**src/rtl/debug_send_fsm_pkg.sv**
```systemverilog
// Shared debug-frame definitions: default field widths, frame sizing helpers,
// host protocol opcodes and the transmit FSM state encoding.
package debug_send_fsm_pkg;

    localparam int DEF_UART_BITS        = 8;
    localparam int DEF_CLK_COUNTER_BITS = 32;
    localparam int DEF_IF_ID_LEN        = 64;
    localparam int DEF_ID_EX_LEN        = 144;
    localparam int DEF_EX_MEM_LEN       = 72;
    localparam int DEF_MEM_WB_LEN       = 71;
    localparam int DEF_RF_REGS_LEN      = 1024;

    // Host-side command bytes; the decoder on the PC uses the same values.
    localparam logic [7:0] OP_STEP = 8'h53;
    localparam logic [7:0] OP_STOP = 8'h51;

    typedef enum logic [1:0] {
        IDLE,
        SEND_BYTE,
        WAIT_TX,
        DONE
    } sendState_e;

    function automatic int frameBits(input int clkBits, input int ifId, input int idEx,
                                     input int exMem, input int memWb, input int rfRegs);
        return clkBits + ifId + idEx + exMem + memWb + rfRegs;
    endfunction

    function automatic int frameBytes(input int bits, input int uartBits);
        return (bits + uartBits - 1) / uartBits;
    endfunction

endpackage

```
**src/rtl/debug_send_fsm.sv**
```systemverilog
// Snapshots the pipeline debug state on a start pulse and streams it MSB-first,
// one byte per UART TX handshake, then pulses o_send_done.
module debug_send_fsm
    import debug_send_fsm_pkg::*;
#(
    parameter int UART_BITS        = DEF_UART_BITS,
    parameter int CLK_COUNTER_BITS = DEF_CLK_COUNTER_BITS,
    parameter int IF_ID_LEN        = DEF_IF_ID_LEN,
    parameter int ID_EX_LEN        = DEF_ID_EX_LEN,
    parameter int EX_MEM_LEN       = DEF_EX_MEM_LEN,
    parameter int MEM_WB_LEN       = DEF_MEM_WB_LEN,
    parameter int RF_REGS_LEN      = DEF_RF_REGS_LEN
) (
    input  logic                        clk,
    input  logic                        rst,
    input  logic                        i_send_start,
    input  logic [CLK_COUNTER_BITS-1:0] i_clk_count,
    input  logic [IF_ID_LEN-1:0]        i_if_id,
    input  logic [ID_EX_LEN-1:0]        i_id_ex,
    input  logic [EX_MEM_LEN-1:0]       i_ex_mem,
    input  logic [MEM_WB_LEN-1:0]       i_mem_wb,
    input  logic [RF_REGS_LEN-1:0]      i_rf_regs,
    input  logic                        i_tx_done,
    output logic                        o_tx_start,
    output logic [UART_BITS-1:0]        o_tx_data,
    output logic                        o_busy,
    output logic                        o_send_done
);

    localparam int FRAME_BITS  = frameBits(CLK_COUNTER_BITS, IF_ID_LEN, ID_EX_LEN,
                                           EX_MEM_LEN, MEM_WB_LEN, RF_REGS_LEN);
    localparam int FRAME_BYTES = frameBytes(FRAME_BITS, UART_BITS);
    localparam int SHIFT_W     = FRAME_BYTES * UART_BITS;
    localparam int CNT_W       = $clog2(FRAME_BYTES) + 1;
    localparam logic [CNT_W-1:0] LAST_BYTE = CNT_W'(FRAME_BYTES - 1);

    sendState_e         state_q;
    logic [SHIFT_W-1:0] shift_q;
    logic [CNT_W-1:0]   byteCount_q;
    logic               txStart_q;
    logic               sendDone_q;
    logic               busy_q;

    // Outputs are registered alongside the state so each pulse lines up with
    // the state it belongs to, with no path from inputs to outputs.
    always_ff @(posedge clk) begin
        if (rst) begin
            state_q     <= IDLE;
            shift_q     <= '0;
            byteCount_q <= '0;
            txStart_q   <= 1'b0;
            sendDone_q  <= 1'b0;
            busy_q      <= 1'b0;
        end else begin
            txStart_q  <= 1'b0;
            sendDone_q <= 1'b0;
            case (state_q)
                IDLE: begin
                    if (i_send_start) begin
                        // Zero extension supplies the MSB-side pad up to a whole byte count.
                        shift_q     <= SHIFT_W'({i_clk_count, i_if_id, i_id_ex,
                                                 i_ex_mem, i_mem_wb, i_rf_regs});
                        byteCount_q <= '0;
                        state_q     <= SEND_BYTE;
                        txStart_q   <= 1'b1;
                        busy_q      <= 1'b1;
                    end
                end
                SEND_BYTE: begin
                    state_q <= WAIT_TX;
                end
                WAIT_TX: begin
                    if (i_tx_done) begin
                        shift_q     <= shift_q << UART_BITS;
                        byteCount_q <= byteCount_q + CNT_W'(1);
                        if (byteCount_q == LAST_BYTE) begin
                            state_q    <= DONE;
                            sendDone_q <= 1'b1;
                        end else begin
                            state_q   <= SEND_BYTE;
                            txStart_q <= 1'b1;
                        end
                    end
                end
                DONE: begin
                    state_q <= IDLE;
                    busy_q  <= 1'b0;
                end
                default: begin
                    state_q <= IDLE;
                    busy_q  <= 1'b0;
                end
            endcase
        end
    end

    assign o_tx_start  = txStart_q;
    assign o_tx_data   = shift_q[SHIFT_W-1 -: UART_BITS];
    assign o_busy      = busy_q;
    assign o_send_done = sendDone_q;

endmodule

```
**config.mk**
```make
export PLATFORM = sky130hd
export DESIGN_NAME = debug_send_fsm
export DESIGN_NICKNAME = d
export VERILOG_FILES = /design/src/rtl/debug_send_fsm_pkg.sv /design/src/rtl/debug_send_fsm.sv
export SDC_FILE = /design/constraint.sdc
export NUM_CORES = 2
export LEC_CHECK = 0
export ABC_AREA = 0
export CAP_MARGIN = 20
export CORE_AREA = 2 2 546 548
export CTS_CLUSTER_SIZE = 30
export DETAILED_ROUTE_END_ITERATION = 10
export DIE_AREA = 0 0 548 550
export PLACE_DENSITY = 0.5
export REMOVE_ABC_BUFFERS = 1
export SYNTH_ARGS = -nofsm -noshare
export SYNTH_HDL_FRONTEND = slang
export SYNTH_SLANG_ARGS = --single-unit
```
**constraint.sdc**
```tcl
create_clock -name clk -period 2.6 [get_ports clk]
set_input_delay 0.26 -clock clk [delete_from_list [all_inputs] [get_ports clk]]
set_output_delay 0.26 -clock clk [all_outputs]
set_load 0.02 [all_outputs]
```
==> metrics <==
status=finished, final reports clean; worst-margin pin slew=around 0.89 ns; type of the worst min-delay path=primary input to flip-flop; count of buffer and inverter cells on the critical path=3; CTS buffer count=175; Multi-input gate area=0.03379 mm2; critical-path cell list=nand2b_4, buf_12, buf_4, buf_12, mux2i_1, a311oi_1; Synth async-reset ratio=0%; average wire per cell in the routed design=22.76 um; number of antenna violations at the first check in global routing=98; gp weighted congestion=0.8516; maximum number of buffers from clock root to sink=4; area of placed instances=0.08538 mm2; critical path type=flip-flop to flip-flop; number of flip-flops and latches in the synthesized netlist=1422; global route total overflow=0; y dimension of the die=550 um; row cnt=200; area taken by flip-flops and latches=0.02847 mm2; static leakage=between 30 and 40 nW; total number of yosys warnings=0; signal arrival time at the worst endpoint=2.98 ns; mapped cell area=0.06793 mm2; count of unique library cells instantiated by Yosys=35; detailed-route DRC error count=0; 1st-iter DRT viols=approximately 4.8k; via count of the first global-routing pass=~58k; Mean Syn Cell Area=10.21 um2; relative slew slack=40.72%; setup slack after placement=0.2098 ns; main combinational cell family by area after synthesis=compound AO/OA/AOI/OAI gates; final routed wirelength across all metal layers=268500 um; number of nets at the end of the flow=a little over 9k; post-CTS repair timing setup buffer count=0; post-DR vias/cell=between 5 and 6; remaining number of nets flagged by the antenna check after routing=0; ys flop type=dfxtp_1; Crit. End Element=flip-flop; clock slew at the register clock pins of the worst setup and hold paths=0.06 ns; Die Outline Area=0.3014 mm2; post-synthesis share of cell area spent on and, or, nand and nor gates=0.3905%; power per unit of standard cell area=673.7 mW/mm2; number of sinks driven by the clock tree=1422; Post-Synth XOR/XNOR Area=0%; GRT Total Usage=about 17%; number of synthesized flops with an enable pin=0; DRT Pass-1 Iters=6; unrepaired setup endpoints after global routing=false; total of buffers placed on input and output ports=about 1.4k; Design Power=61.74 mW; effective utilization at floorplan=22.99%; TNS Setup=0 ns; number of fillers in the final layout=30.22k; layout cell share with drive strength beyond 1=7.778%; max-slew violation count=0; x dimension of the die=around 550 um; compound-gate portion of the synthesized area=28.59%; number of instances in the synthesized netlist=6656; maximum number of pins on one net before global-route repair=135; Period minus WS final=2.297 ns; Clock Skew=between 0.04 and 0.05 ns; CP most frequent cell=buf_12; relative area change from synthesis to final layout=34.91%; largest fanout of any net on the critical path=between 40 and 50; cell with the largest stage delay on the worst path=dfxtp_1; Required @ worst endpoint=3.28 ns; max-cap violation count=0; longest individual stage delay on the worst path=0.47 ns; final worst-path setup slack=0.3026 ns; sequential-to-total area share from yosys stat=a little over two fifths; placed wire-length estimate=196000 um; synthesized-area fraction occupied by adder cells=less than 1%; Worst-Skew Late Latency=0.85 ns; share of the clock period used by the worst path after layout=between 80% and 90%; worst supply voltage drop on vdd=460.5 uV; largest delay contributor family on the critical path=buffers and inverters; Highest Clock Rate=435.3 MHz; core outline area=0.2955 mm2; type of element launching the critical path=flip-flop; Top Ports=1422; root buffer selected by CTS=clkbuf_16; Hold Slack=0.08570 ns; final instance area=0.09164 mm2; Setup-failing EPs final=0; via count of the routed design=59.45k; number of hold-slack violations in the final timing report=0; wire length of the first global-routing pass=~380000 um; H-tree depth=4; mux contribution to synthesized area=20.71%; worst reg2reg setup slack=roughly 0.30 ns; TritonCTS clock tree=done
[worst paths after layout]
check	startpoint	cells after the start	to
worst max-delay path	state_q[0]	6	shift_q[681]
worst min-delay path	i_rf_regs[251]	3	shift_q[251]
worst max register to register	state_q[0]	6	shift_q[681]
worst min register to register	shift_q[1399]	2	shift_q[1407]
[power breakdown]
part           internal, mW  total, mW  switching [mW]
Sequential             24.1       25.4            1.36
Clock                  14.5       24.7            10.3
Combinational          5.75       11.6            5.84
Total                  44.3       61.7            17.5
[synth_stat cells (3+ instances only)]
| cell type | number | area (um2) |
|---|---|---|
| buf_2 | 238 | 1191 |
| a311oi_1 | 1399 | 12250 |
| buf_8 | 98 | 1471 |
| buf_12 | 11 | 220.2 |
| nand3_1 | 8 | 40.04 |
| dfxtp_1 | 1422 | 28470 |
| mux2i_1 | 1404 | 14050 |
| or3_1 | 4 | 25.02 |
| nand4_1 | 3 | 18.77 |
| nand2_1 | 12 | 45.04 |
| clkbuf_1 | 501 | 1881 |
| nor4_1 | 3 | 18.77 |
| nor3b_1 | 3 | 22.52 |
| o21ai_0 | 11 | 55.05 |
| o31ai_1 | 3 | 22.52 |
| buf_4 | 58 | 435.4 |
| buf_6 | 43 | 484.2 |
| a21oi_1 | 1414 | 7077 |
| nor3_1 | 3 | 15.01 |
[layout make-up]
type | count | share of cell area [%]
clock inverter | 51 | 0.6444
clock buffer | 258 | 5.624
timing repair buffer | 1789 | 20.24
sequential | 1422 | 31.06
inverter | 2 | 0.01638
tap | 3939 | 5.378
antenna | 57 | 0.1556
multi-input combinational | 4282 | 36.88
[routing by layer]
layer / GRT usage (%) / vias up / routed length, um
li1: - / 28690 / -
met1: 20.50 / 28370 / 112600
met2: 27.94 / 1903 / 129500
met3: 4.039 / 413 / 17910
met4: 6.063 / 72 / 8030
met5: 0 / - / 460
[stage by stage]
| step | std cells | utilization (%) |
|---|---|---|
| after floorplan | 5706 | - |
| after global placement | 11400 | 28.89 |
| after detailed placement | 11400 | 28.89 |
| after CTS | 11740 | 30.96 |
| after global routing | 11780 | 31.00 |
| final | 11800 | 31.01 |
[what timing repair did]
| item | 4_1_cts | 5_1_grt |
|---|---|---|
| resized for setup | 0 | 0 |
| hold buffers | 38 | 0 |
| hold endpoints to repair | 43 | 0 |
[cell families (layout without fill, tap and decap cells)]
group,Yosys count,count (layout)
compound gates,2829,2829
flops,1422,1422
mux,1405,1405
buf+inv,952,2100
simple gates,47,47
fa+ha+maj,1,1
other cells,0,57
[registers in the layout, indices dropped and copies added (netlist names)]
register,cells
byteCount_q,9
o_busy,1
o_send_done,1
o_tx_start,1
shift_q,1408
state_q,2
[layout by cell type (no fill, tap or decap), types with 4 or more instances in the layout]
| cell | Yosys | layout |
|---|---|---|
| or3_1 | 4 | 4 |
| nand3_1 | 8 | 8 |
| buf_4 | 58 | 213 |
| mux2i_1 | 1404 | 1403 |
| clkinv_2 | 0 | 26 |
| clkbuf_1 | 501 | 39 |
| a311oi_1 | 1399 | 1399 |
| a21oi_1 | 1414 | 1414 |
| dlygate4sd3_1 | 0 | 38 |
| inv_6 | 0 | 5 |
| clkbuf_16 | 0 | 177 |
| nand2_1 | 12 | 12 |
| o21ai_0 | 11 | 11 |
| buf_12 | 11 | 117 |
| bufinv_16 | 0 | 7 |
| diode_2 | 0 | 57 |
| clkinv_8 | 0 | 4 |
| dfxtp_1 | 1422 | 1422 |
| clkdlybuf4s50_1 | 0 | 1420 |
| clkbuf_8 | 0 | 42 |
[worst min-delay path, cell delays in order]
cell	delay [ns]
clkdlybuf4s50_1	0.40
mux2i_1	0.13
a311oi_1	0.10
No activity file was read; power rests on OpenSTA's default activity.
